### src/rtl/timer_pkg.sv
// Shared definitions for the timer APB register block: register offsets,
// control/status bit positions and the APB handshake state encoding.
package timer_pkg;

  localparam logic [7:0] CTRL_OFF    = 8'h00;
  localparam logic [7:0] COMPARE_OFF = 8'h04;
  localparam logic [7:0] COUNT_OFF   = 8'h08;
  localparam logic [7:0] STATUS_OFF  = 8'h0C;
  localparam logic [7:0] SNAP_OFF    = 8'h10;

  localparam int CTRL_W            = 3;
  localparam int CTRL_EN_BIT       = 0;
  localparam int CTRL_PERIODIC_BIT = 1;
  localparam int CTRL_IE_BIT       = 2;

  localparam int STATUS_PEND_BIT = 0;
  localparam int STATUS_OVF_BIT  = 1;

  typedef enum logic [1:0] {
    ST_IDLE   = 2'd0,
    ST_ACCESS = 2'd1,
    ST_DONE   = 2'd2
  } apb_state_e;

endpackage

### src/rtl/timer_match_latch.sv
// Counter match edge detector with sticky PEND/OVF flags (write-1-to-clear)
// and the registered level interrupt.
module timer_match_latch (
  input  logic clk,
  input  logic rst,
  input  logic match_i,
  input  logic clr_pend_i,
  input  logic clr_ovf_i,
  input  logic ie_i,
  output logic match_edge_o,
  output logic pend_o,
  output logic ovf_o,
  output logic irq_o
);

  logic match_q;
  logic pend_q, pend_d;
  logic ovf_q, ovf_d;
  logic irq_q;

  assign match_edge_o = match_i & ~match_q;

  // A new match beats a simultaneous clear, and a match that is already being
  // cleared in the same cycle is not an overflow.
  always_comb begin
    pend_d = pend_q;
    ovf_d  = ovf_q;
    if (clr_pend_i) pend_d = 1'b0;
    if (clr_ovf_i)  ovf_d  = 1'b0;
    if (match_edge_o) begin
      pend_d = 1'b1;
      if (pend_q && !clr_pend_i) ovf_d = 1'b1;
    end
  end

  // NOTE: sequential state uses non-blocking assignments so every flop samples pre-edge values.
  always_ff @(posedge clk) begin
    if (rst) begin
      match_q <= 1'b0;
      pend_q  <= 1'b0;
      ovf_q   <= 1'b0;
      irq_q   <= 1'b0;
    end else begin
      match_q <= match_i;
      pend_q  <= pend_d;
      ovf_q   <= ovf_d;
      irq_q   <= pend_q & ie_i;
    end
  end

  assign pend_o = pend_q;
  assign ovf_o  = ovf_q;
  assign irq_o  = irq_q;

endmodule

### src/rtl/timer_apb_regs.sv
// APB register front-end for the timer: CTRL/COMPARE/COUNT/STATUS registers,
// counter clear requests and interrupt. Define TIMER_SNAPSHOT_EN to add SNAPSHOT at 0x10.
module timer_apb_regs
  import timer_pkg::*;
#(
  parameter int          ADDR_W    = 5,
  parameter logic [31:0] CMP_RESET = 32'hFFFF_FFFF
) (
  input  logic              clk,
  input  logic              rst,
  input  logic              psel,
  input  logic              penable,
  input  logic              pwrite,
  input  logic [ADDR_W-1:0] paddr,
  input  logic [31:0]       pwdata,
  output logic [31:0]       prdata,
  output logic              pready,
  output logic              pslverr,
  output logic              cnt_en,
  output logic              cnt_rst,
  output logic [31:0]       cnt_compare,
  input  logic [31:0]       cnt_value,
  input  logic              cnt_match,
  output logic              irq
);

  apb_state_e        state_q;
  logic              pready_q, pslverr_q;
  logic [31:0]       prdata_q;
  logic [CTRL_W-1:0] ctrl_q;
  logic [31:0]       compare_q;
  logic              cnt_rst_q;
`ifdef TIMER_SNAPSHOT_EN
  logic [31:0]       snap_q;
`endif

  logic [ADDR_W-1:0] addr_w;
  logic [31:0]       rdata_d;
  logic              mapped;
  logic              access_ok, wr_en, rd_en;
  logic              wr_ctrl, wr_cmp, wr_status;
  logic              match_edge, pend, ovf;
  logic              unused_paddr;

  assign addr_w       = {paddr[ADDR_W-1:2], 2'b00};
  assign unused_paddr = ^paddr[1:0];

  always_comb begin
    rdata_d = '0;
    mapped  = 1'b1;
    case (addr_w)
      ADDR_W'(CTRL_OFF):    rdata_d = 32'(ctrl_q);
      ADDR_W'(COMPARE_OFF): rdata_d = compare_q;
      ADDR_W'(COUNT_OFF):   rdata_d = cnt_value;
      ADDR_W'(STATUS_OFF): begin
        rdata_d[STATUS_PEND_BIT] = pend;
        rdata_d[STATUS_OVF_BIT]  = ovf;
      end
`ifdef TIMER_SNAPSHOT_EN
      ADDR_W'(SNAP_OFF):    rdata_d = snap_q;
`endif
      default:              mapped  = 1'b0;
    endcase
  end

  // A transfer whose psel drops before the access edge is abandoned silently.
  assign access_ok = (state_q == ST_ACCESS) && psel;
  assign wr_en     = access_ok &&  pwrite && mapped;
  assign rd_en     = access_ok && !pwrite && mapped;
  assign wr_ctrl   = wr_en && (addr_w == ADDR_W'(CTRL_OFF));
  assign wr_cmp    = wr_en && (addr_w == ADDR_W'(COMPARE_OFF));
  assign wr_status = wr_en && (addr_w == ADDR_W'(STATUS_OFF));

  always_ff @(posedge clk) begin
    if (rst) begin
      state_q   <= ST_IDLE;
      pready_q  <= 1'b0;
      pslverr_q <= 1'b0;
      prdata_q  <= '0;
    end else begin
      case (state_q)
        ST_IDLE: begin
          pready_q  <= 1'b0;
          pslverr_q <= 1'b0;
          if (psel && penable) state_q <= ST_ACCESS;
        end
        ST_ACCESS: begin
          if (psel) begin
            state_q   <= ST_DONE;
            pready_q  <= 1'b1;
            pslverr_q <= ~mapped;
            prdata_q  <= pwrite ? '0 : rdata_d;
          end else begin
            state_q <= ST_IDLE;
          end
        end
        ST_DONE: begin
          state_q   <= ST_IDLE;
          pready_q  <= 1'b0;
          pslverr_q <= 1'b0;
        end
        default: state_q <= ST_IDLE;
      endcase
    end
  end

  always_ff @(posedge clk) begin
    if (rst) begin
      ctrl_q    <= '0;
      compare_q <= CMP_RESET;
      cnt_rst_q <= 1'b1;
`ifdef TIMER_SNAPSHOT_EN
      snap_q    <= '0;
`endif
    end else begin
      if (wr_ctrl) ctrl_q    <= pwdata[CTRL_W-1:0];
      if (wr_cmp)  compare_q <= pwdata;
      cnt_rst_q <= wr_cmp | (ctrl_q[CTRL_PERIODIC_BIT] & match_edge);
`ifdef TIMER_SNAPSHOT_EN
      if (rd_en && (addr_w == ADDR_W'(COUNT_OFF))) snap_q <= cnt_value;
`endif
    end
  end

  timer_match_latch u_match (
    .clk          (clk),
    .rst          (rst),
    .match_i      (cnt_match),
    .clr_pend_i   (wr_status & pwdata[STATUS_PEND_BIT]),
    .clr_ovf_i    (wr_status & pwdata[STATUS_OVF_BIT]),
    .ie_i         (ctrl_q[CTRL_IE_BIT]),
    .match_edge_o (match_edge),
    .pend_o       (pend),
    .ovf_o        (ovf),
    .irq_o        (irq)
  );

`ifndef TIMER_SNAPSHOT_EN
  logic unused_rd_en;
  assign unused_rd_en = rd_en;
`endif

  assign prdata      = prdata_q;
  assign pready      = pready_q;
  assign pslverr     = pslverr_q;
  assign cnt_en      = ctrl_q[CTRL_EN_BIT];
  assign cnt_rst     = cnt_rst_q;
  assign cnt_compare = compare_q;

endmodule

### config.mk
export PLATFORM = sky130hd
export DESIGN_NAME = timer_apb_regs
export DESIGN_NICKNAME = d
export VERILOG_FILES = /design/src/rtl/timer_pkg.sv /design/src/rtl/timer_match_latch.sv /design/src/rtl/timer_apb_regs.sv
export SDC_FILE = /design/constraint.sdc
export NUM_CORES = 1
export LEC_CHECK = 0
export CORE_MARGIN = 2
export CORE_UTILIZATION = 41
export CTS_CLUSTER_SIZE = 28
export DETAILED_ROUTE_END_ITERATION = 10
export PLACE_DENSITY = 0.8
export SYNTH_ARGS = -nofsm -noshare
export SYNTH_HDL_FRONTEND = slang
export SYNTH_SLANG_ARGS = --single-unit
### constraint.sdc
create_clock -name clk -period 1.64 [get_ports clk]
set_input_delay 0.164 -clock clk [delete_from_list [all_inputs] [get_ports clk]]
set_output_delay 0.164 -clock clk [all_outputs]
set_load 0.01 [all_outputs]
## After elaboration in Yosys (flattened, before gate mapping)

Cells that the tools add are included.

- Flip-flop bits (word level): 76
- Latch bits: 0
- Bits in writable memories: 0
- ROM bits: 0
- Bits of input ports: 75
- Output and inout port bits: 69
- Memories kept: 0

- Add/subtract/negate cells: 0
- $mul: 0
- Div/mod/pow operators: 0
- $lt $le $gt $ge: 0
- Eq/ne operators: 7
- Shift-type cells: 0
- Muxes and demuxes: 16
- Bitwise gates (word level): 8
- Reductions and logical operators: 17

Operator list:

| operator | number |
|---|---|
| $pmux 30 s3 | 1 |
| $mux 32 | 1 |
| $logic_and 1x1->1 | 8 |
| $mux 1 | 8 |
| $pmux 2 s4 | 1 |
| $eq 3x2->1 const B | 2 |
| $and 1x1->1 | 5 |
| $logic_not 5->1 | 1 |
| $mux 2 | 2 |
| $ne 2x2->1 const B | 2 |
| $pmux 1 s2 | 2 |
| $pmux 2 s2 | 1 |
| $reduce_and 2->1 | 2 |
| $reduce_bool 2->1 | 2 |
| $reduce_or 4->1 | 1 |
| $eq 3x1->1 const B | 1 |
| $eq 2x1->1 const B | 1 |
| $eq 2x2->1 const B | 1 |
| $logic_not 2->1 | 1 |
| $not 1->1 | 2 |
| $reduce_or 2->1 | 1 |
| $logic_not 1->1 | 1 |
| $or 1x1->1 | 1 |

## Longest topological paths before layout

- Word-level depth: 10
- Mapped depth: 7

## Hierarchy

Synthesis repeated with hierarchy kept, for this count alone.

- Cells, all modules: 412
- Area total of the unflattened synthesis: 3646.0 µm²

By module, submodules not included:

| module | instances | cells each | area each (µm²) |
|---|---|---|---|
| timer_apb_regs | 1 | 399 | 3499.6 |
| timer_match_latch | 1 | 13 | 146.4 |

## Worst setup path before layout

Ideal clock, no wire load.

- Path kind: input to register
- Start point: input port paddr[3]
- End point: register prdata_q[22], in the netlist prdata[22]
- Setup time: 0.128 ns
- Arrival time: 1.101 ns
- Slack: 0.412 ns
- Stages on the path: 7
- Cells stage by stage: buf_2 -> nor2b_1 -> buf_4 -> buf_4 -> a22o_1 -> a22oi_1 -> nor2_1

- Longest elaborated chain between the ends: 3

Ends and longest elaborated chain:

| item | RTL line | text |
|---|---|---|
| start: declaration | timer_apb_regs.sv:14 | `input logic [ADDR_W-1:0] paddr,` |
| $eq 3x2->1 (tied with other cells) | timer_apb_regs.sv:51 | `case (addr_w)` |
| $pmux 30 s3 (*) | timer_apb_regs.sv:51 |  |
| $mux 32 (*) | timer_apb_regs.sv:92 | `prdata_q <= pwrite ? '0 : rdata_d;` |
| end signal: assignment | timer_apb_regs.sv:92 |  |
| end: declaration | timer_apb_regs.sv:29 | `logic [31:0] prdata_q;` |

Every way passes the cells marked *; elsewhere a longest branch is shown, timed or not.
A chain may end at the register's enable or synchronous reset.

## Worst setup path in the final report

- Start point: register compare_q[26], in the netlist cnt_compare[26]
- End point: output port cnt_compare[26]

RTL lines:

| item | RTL line | text |
|---|---|---|
| start: declaration | timer_apb_regs.sv:31 | `logic [31:0] compare_q;` |
| start signal: assignment | timer_apb_regs.sv:117 | `if (wr_cmp) compare_q <= pwdata;` |
| end: declaration | timer_apb_regs.sv:21 | `output logic [31:0] cnt_compare,` |

No word-level cell between the ends.

==> out/metrics.csv <==
metric,value,unit
fin_crit,1.46,ns
syn2layout_area_growth,60.4,%
combPwrFrac,0.107,
fmax,686,MHz
drive_gt1_frac,0.0866,
crit_path_end,cnt_compare[26],
required,1.48,ns
critPathMaxStageDelay,0.57,ns
cp-end-kind,output pin,
ys_types,27,
grt_pass1_vias,3037,
p_seq_frac,0.470,
worst-r2r-cell-count,5,
cpMaxStageDelayCell,clkdlybuf4s50_1,
power_density,808,nW/um2
crit_type,register to output pin,
drt-initial-drc-count,120,
switching_share,0.202,
rsz0062_at_grt,no,
gp_congestion,0.827,
fp-row-count,31,
synth_common_cells,"76 x dfxtp_1, 70 x nand2_1, 41 x nor2_1",
cts-buffers-inserted,9,
final.setup_skew,0.00704,ns
p_sw,805,uW
num_vias,3017,
insertion_delay,0.34,ns
postSynthCellCount,339,
max_slew.worst_pin.slew,0.313,ns
crit_chain,clkdlybuf4s50_1,
ctsHoldBuffers,0,
final_hold_viol_count,0,
period_share,0.888,
cp_data_arrival_time,1.29,ns
avgSynthCellArea,9.07,um2
die_w,90.6,um
initial_core_util,0.424,
yosysTopAreaCell,dfxtp_1,
slew_headroom,0.791,
hp-class,primary input to register,
ir_worst_vdd,486,uV
reg2reg_from,state_q[0],
wl_per_cell,15.4,um
worstReg2RegEnd,cnt_compare[29],
cts.path.max_buffers,2,
startpoint,cnt_compare[26],
ys_ff_latch,76,
grt_pass1_wl,14700,um
cts.sinks,76,
clk_pin_slew,0.08,ns
post-cts-setup-buffer-count,0,
cp_max_fo,3,
root_buffer,clkbuf_8,
pin_count,144,
die_h,90.6,um
antenna_found_initial,0,
async_reset_ff_frac,0,
track_usage,0.222,
synth.top_cell.area_share,0.495,
place_hpwl,6440,um
postLayoutCellArea,4930,um2
drc,0,
tritoncts,done,
drv_slew,0,
start_kind,register,
crit_buf_inv,1,
placed_cell_area,4690,um2
cts_resized,0,
crit_family,buffers and inverters,
synth_flop_cell,dfxtp_1,
utilization,0.680,
synth_warnings,0,
grt_start_max_net_pins,77,
synth_area,3070,um2
p_int,3180,uW
power.share.clock,0.423,
setup_viol,0,
yosys-top-cells-area,"dfxtp_1 49%, nand2_1 8.5%, a22o_1 8.3%",
avgViaCountPerCell,5.17,
diodes,0,
critical_path_depth,1,
portBuffers,141,
yosysSeqAreaShare,0.495,
hold_start,rst,
nets,556,
syn-num-nets,414,
r2r_slack,0.27,ns
outcome,completed,
grt-ovfl-total,0,
routed_wl,8990,um
htreeDepth,3,
max_cap_viol_count,0,
p_leak,0.00202,uW
synth.most_common_cell,dfxtp_1,
synth_edf_count,0,
core,7250,um2
drt_pass1_iterations,4,
ant_nets,0,
die_area,8210,um2
-- power groups by stage --
stage | logic (uW) | registers, uW | clock network (uW)
3_5_place_dp | 425 | 1910 | 0
2_1_floorplan | 164 | 1920 | 0
3_3_place_gp | 420 | 1910 | 0
6_report | 426 | 1870 | 1690
4_1_cts | 427 | 1870 | 1720
5_1_grt | 457 | 1870 | 1810
-- flip-flops by register name, summed over array words and instances (netlist names), 2 cells and up --
register,cells
cnt_compare,32
ctrl_q,3
state_q,2
prdata,32
-- metrics by stage --
stage / power (uW) / setup WS [ns] / setup TNS [ns] / hold slack (ns) / cells
floorplan: 2080 / 0.412 / 0 / 0.273 / 339
CTS: 4020 / 0.170 / 0 / 0.290 / 584
detailed placement: 2340 / -0.0113 / -0.0452 / 0.423 / 569
finish: 3980 / 0.183 / 0 / 0.298 / 584
global placement: 2330 / -0.00738 / -0.00738 / 0.420 / 569
global route: 4140 / 0.121 / 0 / 0.293 / 584
-- layer usage --
| metal | global-route usage | part of all wire |
|---|---|---|
| met4 | 0.0987 | 0.023 |
| met2 | 0.373 | 0.50 |
| met1 | 0.272 | 0.42 |
| met3 | 0.0476 | 0.056 |
| met5 | 0 | 0 |
-- cells in the final DEF (no fill, tap or decap), drive strengths merged, types with 2 or more instances in the layout --
cell	Yosys	routed
clkdlybuf4s50	0	140
dfxtp	76	76
nand2	70	70
nor2	41	41
nand3b	33	33
a22oi	32	32
a22o	29	29
buf	22	21
clkbuf	8	10
a21oi	4	4
mux2i	4	4
nand3	3	3
bufinv	0	3
nor2b	3	3
inv	2	2
mux4	2	2
clkinv	0	2
-- cells by family (layout without fill, tap and decap cells) --
group | count (synthesis) | in the layout | share of synthesized area
AO/OA/AOI/OAI | 68 | 68 | 0.177
buffers and inverters | 32 | 178 | 0.0541
flip-flops | 76 | 76 | 0.495
multiplexers | 6 | 6 | 0.0277
AND/OR/NAND/NOR | 157 | 157 | 0.247
-- area by class of cell --
class,count,area (um2)
Fill cell,613,2320
Timing Repair Buffer,161,1640
Sequential cell,76,1520
Multi-Input combinational cell,231,1400
Clock buffer,10,138
Tap cell,99,124
Clock inverter,5,100
Inverter,2,7.51
-- worst min-delay path by stage --
| stage | to | slack (ns) | cells past startpoint |
|---|---|---|---|
| after floorplan | u_match.pend_o | 0.27 | 1 |
| after global placement | state_q[0] | 0.42 | 1 |
| after detailed placement | state_q[0] | 0.42 | 1 |
| after CTS | prdata[6] | 0.29 | 3 |
| after global routing | prdata[10] | 0.29 | 3 |
| final | prdata[10] | 0.30 | 3 |
No activity file was read; power rests on OpenSTA's default activity.
